<file path="src/rtl/friscv_h.sv">
// Shared timer register map, CTRL/STATUS bit positions and responder states.
// Included by the timer and by any firmware test or peripheral that talks to it.
`timescale 1ns/1ps
package friscv_h;

  localparam int TMR_REG_CTRL     = 0;
  localparam int TMR_REG_STATUS   = 1;
  localparam int TMR_REG_PRESCALE = 2;
  localparam int TMR_REG_COMPARE  = 3;
  localparam int TMR_REG_COUNT    = 4;

  localparam int TMR_CTRL_ENABLE      = 0;
  localparam int TMR_CTRL_AUTO_RELOAD = 1;
  localparam int TMR_CTRL_IRQ_EN      = 2;
  localparam int TMR_STATUS_PENDING   = 0;

  localparam logic TMR_RESP_IDLE = 1'b0;
  localparam logic TMR_RESP_BUSY = 1'b1;

  typedef struct packed {
    logic irq_en;
    logic auto_reload;
    logic enable;
  } timer_ctrl_t;

  // Byte-lane merge of a 32-bit register with write data under strobes.
  function automatic logic [31:0] apply_strb(input logic [31:0] old_val,
                                             input logic [31:0] wdata,
                                             input logic [3:0]  strb);
    logic [31:0] res;
    res = old_val;
    for (int i = 0; i < 4; i++) begin
      if (strb[i]) res[8*i +: 8] = wdata[8*i +: 8];
    end
    return res;
  endfunction

endpackage

</file>
<file path="src/rtl/friscv_timer_prescaler.sv">
// Prescaler: counts 0..reload while enabled and emits a tick on the last count.
// Only instantiated when FRISCV_TIMER_PRESCALER_EN is defined.
`timescale 1ns/1ps
module friscv_timer_prescaler (
  input  logic        aclk,
  input  logic        srst,
  input  logic        enable,
  input  logic [15:0] reload,
  output logic        tick
);

  logic [15:0] pcnt_q;
  logic [15:0] pcnt_d;

  assign tick = enable && (pcnt_q == reload);

  always_comb begin
    pcnt_d = pcnt_q + 16'd1;
    if (!enable || tick) pcnt_d = '0;
  end

  always_ff @(posedge aclk) begin
    if (srst) pcnt_q <= '0;
    else      pcnt_q <= pcnt_d;
  end

endmodule

</file>
<file path="src/rtl/friscv_apb_timer.sv">
// APB slave timer: 32-bit prescaled up-counter with compare match, one-shot or
// auto-reload, W1C pending flag and level irq. Prescaler gated by FRISCV_TIMER_PRESCALER_EN.
`timescale 1ns/1ps
module friscv_apb_timer
  import friscv_h::*;
#(
  parameter int ADDRW     = 16,
  parameter int XLEN      = 32,
  parameter int BASE_ADDR = 0
) (
  input  logic              aclk,
  input  logic              srst,
  input  logic              slv_en,
  input  logic              slv_wr,
  input  logic [ADDRW-1:0]  slv_addr,
  input  logic [XLEN-1:0]   slv_wdata,
  input  logic [XLEN/8-1:0] slv_strb,
  output logic [XLEN-1:0]   slv_rdata,
  output logic              slv_ready,
  output logic              timer_irq
);

  localparam int IDXW = ADDRW - 2;

  logic              state_q;
  logic [XLEN-1:0]   rdata_q;
  logic              irq_q;
  timer_ctrl_t       ctrl_q, ctrl_d;
  logic              pending_q, pending_d;
  logic [31:0]       compare_q, compare_d;
  logic [31:0]       count_q, count_d;
  logic [15:0]       prescale_val;
  logic              tick;
  logic              match;
  logic              accept;
  logic              wr_acc;
  logic [31:0]       rd_val;

  // One extra bit catches addresses below BASE_ADDR as a borrow.
  logic [ADDRW:0]    diff;
  logic              in_range;
  logic [IDXW-1:0]   reg_idx;
  logic              unused_addr_lsbs;
  logic              hit_ctrl, hit_status, hit_prescale, hit_compare, hit_count;

  assign diff             = {1'b0, slv_addr} - {1'b0, ADDRW'(BASE_ADDR)};
  assign in_range         = !diff[ADDRW];
  assign reg_idx          = diff[ADDRW-1:2];
  assign unused_addr_lsbs = ^diff[1:0];

  assign hit_ctrl     = in_range && (reg_idx == IDXW'(TMR_REG_CTRL));
  assign hit_status   = in_range && (reg_idx == IDXW'(TMR_REG_STATUS));
  assign hit_prescale = in_range && (reg_idx == IDXW'(TMR_REG_PRESCALE));
  assign hit_compare  = in_range && (reg_idx == IDXW'(TMR_REG_COMPARE));
  assign hit_count    = in_range && (reg_idx == IDXW'(TMR_REG_COUNT));

  assign accept = slv_en && (state_q == TMR_RESP_IDLE);
  assign wr_acc = accept && slv_wr;

`ifdef FRISCV_TIMER_PRESCALER_EN
  logic [15:0] prescale_q, prescale_d;

  assign prescale_val = prescale_q;

  friscv_timer_prescaler u_prescaler (
    .aclk   (aclk),
    .srst   (srst),
    .enable (ctrl_q.enable),
    .reload (prescale_q),
    .tick   (tick)
  );
`else
  assign prescale_val = '0;
  assign tick         = ctrl_q.enable;
`endif

  assign match = tick && (count_q == compare_q);

  always_comb begin
    rd_val = '0;
    if (hit_ctrl)     rd_val = {29'b0, ctrl_q};
    if (hit_status)   rd_val = {31'b0, pending_q};
    if (hit_prescale) rd_val = {16'b0, prescale_val};
    if (hit_compare)  rd_val = compare_q;
    if (hit_count)    rd_val = count_q;
  end

  // Ordering encodes the collision rules: software writes override the tick
  // and the one-shot clear, but a match setting pending overrides W1C.
  always_comb begin
    ctrl_d    = ctrl_q;
    pending_d = pending_q;
    compare_d = compare_q;
    count_d   = count_q;
`ifdef FRISCV_TIMER_PRESCALER_EN
    prescale_d = prescale_q;
`endif
    if (tick) count_d = match ? 32'd0 : count_q + 32'd1;
    if (match && !ctrl_q.auto_reload) ctrl_d.enable = 1'b0;
    if (wr_acc) begin
      if (hit_ctrl && slv_strb[0]) begin
        ctrl_d.enable      = slv_wdata[TMR_CTRL_ENABLE];
        ctrl_d.auto_reload = slv_wdata[TMR_CTRL_AUTO_RELOAD];
        ctrl_d.irq_en      = slv_wdata[TMR_CTRL_IRQ_EN];
      end
      if (hit_status && slv_strb[0] && slv_wdata[TMR_STATUS_PENDING]) pending_d = 1'b0;
      if (hit_compare) compare_d = apply_strb(compare_q, slv_wdata[31:0], slv_strb[3:0]);
      if (hit_count)   count_d   = apply_strb(count_q, slv_wdata[31:0], slv_strb[3:0]);
`ifdef FRISCV_TIMER_PRESCALER_EN
      if (hit_prescale) begin
        if (slv_strb[0]) prescale_d[7:0]  = slv_wdata[7:0];
        if (slv_strb[1]) prescale_d[15:8] = slv_wdata[15:8];
      end
`endif
    end
    if (match) pending_d = 1'b1;
  end

  always_ff @(posedge aclk) begin
    if (srst) begin
      state_q   <= TMR_RESP_IDLE;
      rdata_q   <= '0;
      irq_q     <= 1'b0;
      ctrl_q    <= '0;
      pending_q <= 1'b0;
      compare_q <= '0;
      count_q   <= '0;
`ifdef FRISCV_TIMER_PRESCALER_EN
      prescale_q <= '0;
`endif
    end else begin
      state_q   <= accept ? TMR_RESP_BUSY : TMR_RESP_IDLE;
      rdata_q   <= (accept && !slv_wr) ? XLEN'(rd_val) : '0;
      irq_q     <= pending_q && ctrl_q.irq_en;
      ctrl_q    <= ctrl_d;
      pending_q <= pending_d;
      compare_q <= compare_d;
      count_q   <= count_d;
`ifdef FRISCV_TIMER_PRESCALER_EN
      prescale_q <= prescale_d;
`endif
    end
  end

  assign slv_ready = (state_q == TMR_RESP_BUSY);
  assign slv_rdata = rdata_q;
  assign timer_irq = irq_q;

endmodule
</file>
<file path="config.mk">
export PLATFORM = sky130hd
export DESIGN_NAME = friscv_apb_timer
export DESIGN_NICKNAME = d
export VERILOG_FILES = /design/src/rtl/friscv_h.sv /design/src/rtl/friscv_timer_prescaler.sv /design/src/rtl/friscv_apb_timer.sv
export SDC_FILE = /design/constraint.sdc
export NUM_CORES = 1
export LEC_CHECK = 0
export ABC_AREA = 1
export CORE_MARGIN = 10
export CORE_UTILIZATION = 45
export DETAILED_ROUTE_END_ITERATION = 6
export MAX_ROUTING_LAYER = met4
export PLACE_DENSITY = 0.8
export SYNTH_ARGS = -nofsm -noshare
export SYNTH_HDL_FRONTEND = slang
export SYNTH_SLANG_ARGS = --single-unit
</file>
<file path="constraint.sdc">
create_clock -name aclk -period 2.6 [get_ports aclk]
set_clock_uncertainty 0.1 [all_clocks]
set_input_delay 0.52 -clock aclk [delete_from_list [all_inputs] [get_ports aclk]]
set_output_delay 0.52 -clock aclk [all_outputs]
set_load 0.02 [all_outputs]
</file>
-- After elaboration in Yosys (flattened, before gate mapping)
Index checks and enable logic that the tools add are counted.
- register bits after elaboration: 102
- input bits: 56
- output and inout bits: 34
- logic and storage cells: 68
- add/sub/neg operators: 1
- eq/ne operators: 9
- multiplexer cells: 20
- bitwise gates (word level): 2
- reduce and logical (&&, ||, !) cells: 21
- operators by type and width (cell ; count):
    2-to-1 mux 32 bit ; 7
    adder 32 x 1 -> 32 bit, second input constant ; 1
    == test 32 bit ; 1
    2-to-1 mux 8 bit ; 4
    == test 14 x 2 -> 1 bit, second input constant ; 2
    == test 14 x 1 -> 1 bit, second input constant ; 1
    == test 14 x 3 -> 1 bit, second input constant ; 1
    logical NOT 14 bit ; 1
    != test 3 bit, second input constant ; 4
    AND reduction 3 bit ; 4
    logical AND 1 bit ; 9
    2-to-1 mux 1 bit ; 7
    2-to-1 mux 3 bit ; 2
    AND reduction 2 bit ; 2
    nonzero test 2 bit ; 2
    logical NOT 1 bit ; 2
    inverter 1 bit ; 2
    OR reduction 2 bit ; 1

-- Logic depth before layout (Yosys ltp)
Gate-level depths: netlist of the first run.
- word-level depth: 6
- depth in mapped cells: 15

-- Worst setup path before layout of the first run
No wires, ideal clock.
- kind: input port to flip-flop
- start: input port slv_addr[3]
- end: register count_q[11]
- setup time: 0.122 ns
- arrival time: 1.683 ns
- data required time: 2.378 ns
- setup slack: 0.695 ns
- stages: 11
- path buffers: 2
- path through: nor2_2 > nand2_1 > inv_2 > nand2_1 > inv_1 > nand2_1 > and2_4 > buf_6 > buf_8 > nand2_2 > a21oi_2
- word-level cells in the longest chain between the ends: 3
- elaborated cells between the ends (all ways): 4
- those cells by class: eq/ne (2); mux (2)
- ends and longest elaborated chain (item ; line ; text):
    start: declaration ; friscv_apb_timer.sv:15 ; input logic [ADDRW-1:0] slv_addr,
    == test 14 x 3 -> 1 bit * ; friscv_apb_timer.sv:55 ; assign hit_count = in_range && (reg_idx == IDXW'(TMR_REG_COUNT));
    2-to-1 mux 32 bit ; friscv_apb_timer.sv:108 ; if (hit_count) count_d = apply_strb(count_q, slv_wdata[31:0], slv_strb[3:0]);
    2-to-1 mux 32 bit ; friscv_apb_timer.sv:100 ; if (wr_acc) begin
    end signal: assignment ; friscv_apb_timer.sv:138 ; count_q <= count_d;
    end: declaration ; friscv_apb_timer.sv:31 ; logic [31:0] count_q, count_d;
Every way passes the cells marked *; elsewhere a longest branch is shown, timed or not.
A chain may end at the register's enable or synchronous reset.

-- Worst setup path in the final report of the first run
- start: input port slv_addr[11]
- end: register compare_q[11]
- word-level cells in the longest chain between the ends: 2
- ends and longest elaborated chain (item ; line ; text):
    == test 14 x 2 -> 1 bit ; friscv_apb_timer.sv:54 ; assign hit_compare = in_range && (reg_idx == IDXW'(TMR_REG_COMPARE));
    AND reduction 3 bit (no source line) ; - ;
    end signal: assignment ; friscv_apb_timer.sv:137 ; compare_q <= compare_d;
    end: declaration ; friscv_apb_timer.sv:30 ; logic [31:0] compare_q, compare_d;
Every way passes these cells.

==> impl_metrics.py, run 1 <==
metrics = {
    "run_status": {
        "status": "completed",
    },
    "logic_synthesis": {
        "ys_warn_count": 0,
        "syn-num-nets": 942,
        "syn_area_sq_mm": 0.005762,
        "avgSynthCellArea_sq_um": 6.510,
        "netlist_instances": 885,
        "ys_seq_elements": 102,
        "yosysSeqAreaShare_pct": 35.44,
        "ys_types": 35,
    },
    "floorplanning": {
        "io_pins": 90,
        "die_h_microns": 133.2,
        "start_util_pct": 45.84,
        "die_w_microns": 133.2,
        "core.rowCount": 41,
        "die_area_sq_mm": 0.01773,
        "core_sq_mm": 0.01257,
    },
    "power": {
        "ir_drop_uv": 365.4,
        "power_mw": 3.205,
        "p_per_area_mw_per_mm2": 448.1,
        "leakage_nw": 2.702,
    },
    "setup_path": {
        "crit_path_start_kind": "input pin",
        "cpMaxStageDelayCell": "clkdlybuf4s50_1",
        "max_stage_delay_ns": 0.40,
        "crit_fanout": 16,
        "path_cells": "clkdlybuf4s50_1 -> nor2_1 -> nand3_1 -> nor2_2 -> nand2_1 -> inv_2 -> buf_12 -> nand3_2 -> a211oi_1",
        "critPathCaptureType": "flip-flop",
        "crit_type": "input pin to flip-flop",
        "reg2reg_depth": 8,
        "cp_data_required_time_ns": 2.77,
        "arrival_ns": 2.42,
    },
    "hold_path": {
        "min_path_type": "flip-flop to flip-flop",
        "holdPathStages": 2,
    },
    "clocking": {
        "cts_tree": "yes",
        "path_clk_slew_ns": 0.07,
        "cts_resized": 0,
        "cts_made_buffers": 9,
        "cts_hold_buf": 0,
        "h-tree-depth": 3,
        "cts_setup_buffers": 0,
        "cts_root_buf": "clkbuf_16",
        "clockBufferDepth": 2,
        "clk_latency_ns": 0.36,
        "numClockSinks": 102,
    },
    "sta": {
        "worstMarginPinSlew_ns": 0.4597,
        "post-route-min-period_ns": 2.249,
        "setup_viol": 0,
        "finalCritPeriodShare_pct": 86.48,
        "hold_viol_final": 0,
        "finalMaxSlewViolations": 0,
        "finalSetupTns_ns": 0,
        "rsz0062_at_grt": "false",
        "worst_slack_ns": 0.3514,
        "fmax_ghz": 0.4447,
        "relSlewSlack_pct": 69.28,
    },
    "finish": {
        "antenna_cells": 0,
        "layout_common_cells": "nand2_1, inv_1, dfxtp_1, o21ai_0",
        "drive_gt1_share_pct": 8.642,
        "final_area_sq_mm": 0.007152,
        "final_cells": 1144,
        "final_common_cell": "nand2_1",
        "final_nets": 1025,
        "area_growth_pct": 24.13,
    },
    "global_route": {
        "grt_first_pass_wirelength_microns": 30200,
        "grt_max_degree": 42,
        "grt_use_met1_pct": 25.92,
        "antenna_found_initial": 0,
        "gr-usage-met2_pct": 34.89,
        "grt-ovfl-total": 0,
        "grt.met3_usage_pct": 3.383,
        "busiest_layer": "met2",
        "grt_pass1_vias": 5936,
        "grt_use_total_pct": 21.39,
    },
    "drt": {
        "vias": 6221,
        "ant_nets": 0,
        "drcViolationCount": 0,
        "post_drt_via_cell_ratio": 5.438,
        "routed_wl_microns": 18530,
        "drt_iter0_drc": 648,
        "first_pass_iters": 5,
        "wl_per_cell_microns": 16.19,
    },
    "placement": {
        "place_hpwl_microns": 13940,
        "placedCellCount": 1129,
        "pre_cts_ws_ns": -0.03805,
        "port_buffers": 87,
        "place_congestion": 1.001,
        "placed_cell_area_sq_mm": 0.006829,
    },
    "flow_run": {
        "maxCapViolations": 0,
    },
}
[synth_stat cells, drive strengths merged]
library cell | number | area (sq um)
a41oi | 1 | 8.760
dfxtp | 102 | 2042
inv | 115 | 431.7
nand4 | 24 | 150.1
xor2 | 16 | 140.1
or2 | 2 | 12.52
nor4 | 5 | 31.28
buf | 19 | 127.6
and2 | 1 | 8.760
nor3 | 11 | 55.05
clkinv | 2 | 7.510
nand3 | 61 | 337.8
a21oi | 76 | 417.9
and3 | 1 | 6.260
o21ai | 90 | 450.4
clkbuf | 18 | 68.81
a22oi | 1 | 7.510
o211ai | 4 | 30.03
ha | 1 | 12.51
a211oi | 24 | 180.2
xnor2 | 4 | 35.03
nor2 | 94 | 370.4
nand2 | 213 | 829.5
[path summary, 6_finish.rpt]
path                                    from             to  slack, ns
worst max-delay path            slv_addr[11]  compare_q[11]       0.35
worst min-delay path               pending_q      timer_irq       0.36
worst max register to register    count_q[6]    count_q[23]       0.46
worst min register to register     pending_q      timer_irq       0.36
[cell families (layout without fill, tap and decap cells)]
logic type               Yosys count  count (layout)  share of synthesized area [%]
AO/OA/AOI/OAI                    196             196                          19.00
buffers and inverters            154             241                          11.03
XOR/XNOR                          20              20                          3.040
adder cells (fa/ha/maj)            1               1                         0.2171
flip-flops                       102             102                          35.44
AND/OR/NAND/NOR                  412             412                          31.27
[worst max-delay path, delay by kind of cell]
| kind | cells | cell delay, ns |
|---|---|---|
| simple gates | 5 | 0.84 |
| compound gates | 1 | 0.30 |
| buf+inv | 3 | 0.73 |
[layer usage]
layer  up-vias  routed length (microns)
li1       3061                        -
met1      2846                     7932
met2       278                     8837
met3        36                     1267
met4         0                      488
met5         -                        0
[sequential cells by signal, indices dropped and copies added, names as in the netlist]
name and flops:
compare_q 32, count_q 32, ctrl_q 2, pending_q 1, slv_rdata 32, slv_ready 1
tick 1, timer_irq 1
[where the power goes]
part           internal (mW)  total [mW]  switching [mW]
logic                 0.0870       0.172          0.0854
clock network          0.887        1.47           0.583
registers               1.56        1.56        0.000392
total                   2.54        3.21           0.669
[area by class of cell]
class,count,area (sq um)
Clock inverter,4,70.07
Timing Repair Buffer,109,1049
Multi-Input combinational cell,629,3084
Inverter,117,439.2
Sequential cell,102,2042
Clock buffer,11,252.7
Fill cell,1205,5416
Tap cell,172,215.2
[per-stage QoR]
step / hold slack [ns] / utilization [%]
finish: 0.3633 / 56.90
global placement: 0.3413 / 54.34
detailed placement: 0.3509 / 54.34
floorplan: 0.3238 / -
CTS: 0.3614 / 56.90
global route: 0.4016 / 56.90
Power figures use the tool's default switching activity.
==> run 2: changes to the inputs <==
Settings changed: ABC_AREA 1 to unset.
==> run 2 against run 1 <==
  * Sequential share of layout area up 0.67 points
  * Total power up 4.2%
  * Clock-buffer cell count down 1
  * Worst setup slack worse by 0.067 ns
  * Core utilization up 4.0 points
  * Synthesized cell count down 26%
  * Clock power up 7%
  * Global-route usage up 0.14 points
  * Cell area down 2.3%
  * First-iteration DRC count up 10%
  * Sequential power about the same
  * Cell count down 20%
  * Critical path type unchanged
  * Largest power group is now the clock network
==> impl_metrics.py, run 2 <==
metrics = {
    "run_status": {
        "status": "completed",
    },
    "setup_path": {
        "crit_path_start_kind": "input pin",
        "critPathCaptureType": "flip-flop",
        "rrSetupSlack_ns": 0.34,
        "cp_data_required_time_ns": 2.72,
        "crit_fanout": 8,
        "crit_type": "input pin to flip-flop",
        "arrival_ns": 2.43,
    },
    "logic_synthesis": {
        "yosysSeqAreaShare_pct": 38.52,
        "ys.flop_type": "dfxtp_1",
        "netlist_instances": 652,
        "synth_most_common_cell": "dfxtp_1",
        "avgSynthCellArea_sq_um": 8.131,
        "async_reset_ff_share_pct": 0,
        "ys_types": 69,
        "yosys.area.top_type": "dfxtp_1",
        "netlist_top_cells_count": "dfxtp_1, nand2_1, nand3_1",
        "synth_edf_count": 0,
        "ys_warn_count": 0,
        "syn_area_sq_mm": 0.005301,
        "yosys.area.top_type_share_pct": 38.52,
        "netlist_top_cells_area": "dfxtp_1, a22oi_1, nand3_1",
        "ys_seq_elements": 102,
        "syn-num-nets": 709,
    },
    "power": {
        "leakage_nw": 2.425,
        "pwr-share-seq_pct": 46.8,
        "clkPwrFrac_pct": 46.9,
        "ir_drop_uv": 510.7,
        "power_frac_comb_pct": 6.3,
        "p_int_mw": 2.634,
        "switching_share_pct": 21.13,
        "power_mw": 3.339,
        "p_per_area_mw_per_mm2": 477.9,
        "p_switching_mw": 0.7056,
    },
    "drt": {
        "first_pass_iters": 5,
        "drt_iter0_drc": 714,
        "post_drt_via_cell_ratio": 6.082,
        "vias": 5553,
        "drcViolationCount": 0,
        "ant_nets": 0,
        "wl_per_cell_microns": 19.38,
        "routed_wl_microns": 17690,
    },
    "clocking": {
        "numClockSinks": 102,
        "cts_setup_buffers": 0,
        "clockBufferDepth": 2,
        "h-tree-depth": 3,
        "cts_root_buf": "clkbuf_16",
        "cts_resized": 0,
        "cts_made_buffers": 9,
        "cts_tree": "yes",
        "clk_latency_ns": 0.35,
        "path_clk_slew_ns": 0.07,
        "cts_hold_buf": 0,
    },
    "sta": {
        "setup_viol": 0,
        "relSlewSlack_pct": 64.70,
        "finalCritPeriodShare_pct": 89.07,
        "fmax_ghz": 0.4318,
        "worstMarginPinSlew_ns": 0.5260,
        "rsz0062_at_grt": "false",
        "post-route-min-period_ns": 2.316,
        "hold_viol_final": 0,
        "finalMaxSlewViolations": 0,
    },
    "floorplanning": {
        "die_w_microns": 128.5,
        "core_sq_mm": 0.01147,
        "core.rowCount": 39,
        "die_h_microns": 128.5,
        "start_util_pct": 46.23,
        "die_area_sq_mm": 0.01652,
        "io_pins": 90,
    },
    "finish": {
        "layout_common_cells": "dfxtp_1, clkdlybuf4s50_1, buf_4, nand2_1, nand3_1",
        "final_common_cell": "dfxtp_1",
        "final_nets": 823,
        "drive_gt1_share_pct": 13.51,
        "final_cells": 913,
        "num-fill-cells": 997,
        "antenna_cells": 0,
        "final_area_sq_mm": 0.006987,
        "area_growth_pct": 31.79,
    },
    "global_route": {
        "grt_max_degree": 33,
        "grt_first_pass_wirelength_microns": 28360,
        "antenna_found_initial": 0,
        "grt_use_total_pct": 21.53,
        "grt-ovfl-total": 0,
        "grt_pass1_vias": 5504,
    },
    "placement": {
        "placedCellCount": 898,
        "place_congestion": 0.9724,
        "placed_cell_area_sq_mm": 0.006640,
        "port_buffers": 87,
        "place_hpwl_microns": 13240,
    },
    "flow_run": {
        "maxCapViolations": 0,
    },
    "hold_path": {
        "min_path_type": "flip-flop to flip-flop",
    },
}
## run 2: cell types whose count changed in the layout (fill, tap and decap cells not counted), sizes merged, moves of 10 or more
cell and change:
a211oi -17, xnor2 +24, inv -103, a22oi +41, o21ai -66, xor2 -12
and3 +10, nor3 +16, a21oi -31, buf +45, nand2 -151, nor2 -39
## run 2: layer usage
layer  vias to the layer above  part of all wire, %  GRT usage (%)
li1                       2609                    -              -
met1                      2631                   42          25.62
met2                       263                   48          35.09
met3                        50                  7.9          4.723
met4                         0                  2.8          7.728
met5                         -                    0              -
## run 2: final timing paths
path / start / end / cells after the start
min reg2reg: compare_q[22] / compare_q[22] / 2
max reg2reg: count_q[1] / count_q[30] / 7
min: compare_q[22] / compare_q[22] / 2
max: slv_addr[8] / count_q[19] / 9
## run 2: area by class of cell
cell class	count	area (sq um)	area share, %
timing repair buffer	154	1386	19.84
tap	143	178.9	2.561
clock inverter	5	107.6	1.540
clock buffer	10	239.0	3.420
multi-input combinational	487	2988	42.77
sequential	102	2042	29.23
inverter	12	45.04	0.6447
## run 2: worst max-delay path, stage by stage
cell	delay, ns
clkdlybuf4s50_1	0.42
nor4_2	0.31
buf_4	0.17
nand3_2	0.17
nor2_4	0.27
buf_4	0.20
nor4_1	0.06
a211oi_1	0.23
nor3_1	0.08
## run 2: kinds of logic (layout without fill, tap and decap cells)
family | Yosys count | count (layout) | synth area share [%]
AOI/OAI and AO/OA | 162 | 162 | 20.11
xor gates and xnor gates | 32 | 32 | 5.287
adders and majority gates | 1 | 1 | 0.2360
buffers and inverters | 63 | 181 | 5.169
DFF | 102 | 102 | 38.52
muxes | 9 | 9 | 1.723
and+or+nand+nor | 283 | 283 | 28.96
## run 2: metrics by stage
stage / hold slack, ns / util [%] / setup TNS, ns / setup slack (ns)
after global placement: 0.3702 / 57.91 / -0.05542 / -0.02760
after detailed placement: 0.3797 / 57.91 / -0.2364 / -0.05241
after floorplan: 0.3581 / - / 0 / 0.5057
final: 0.3906 / 60.93 / 0 / 0.2843
after global routing: 0.4078 / 60.93 / 0 / 0.09488
after CTS: 0.3895 / 60.93 / 0 / 0.3164
## run 2: power groups by stage
stage          clock [mW]  sequential (mW)  combinational [mW]
2_1_floorplan           0             1.60              0.0604
3_3_place_gp            0             1.60               0.202
3_5_place_dp            0             1.60               0.206
4_1_cts              1.58             1.56               0.208
5_1_grt              1.62             1.56               0.223
6_report             1.57             1.56               0.211
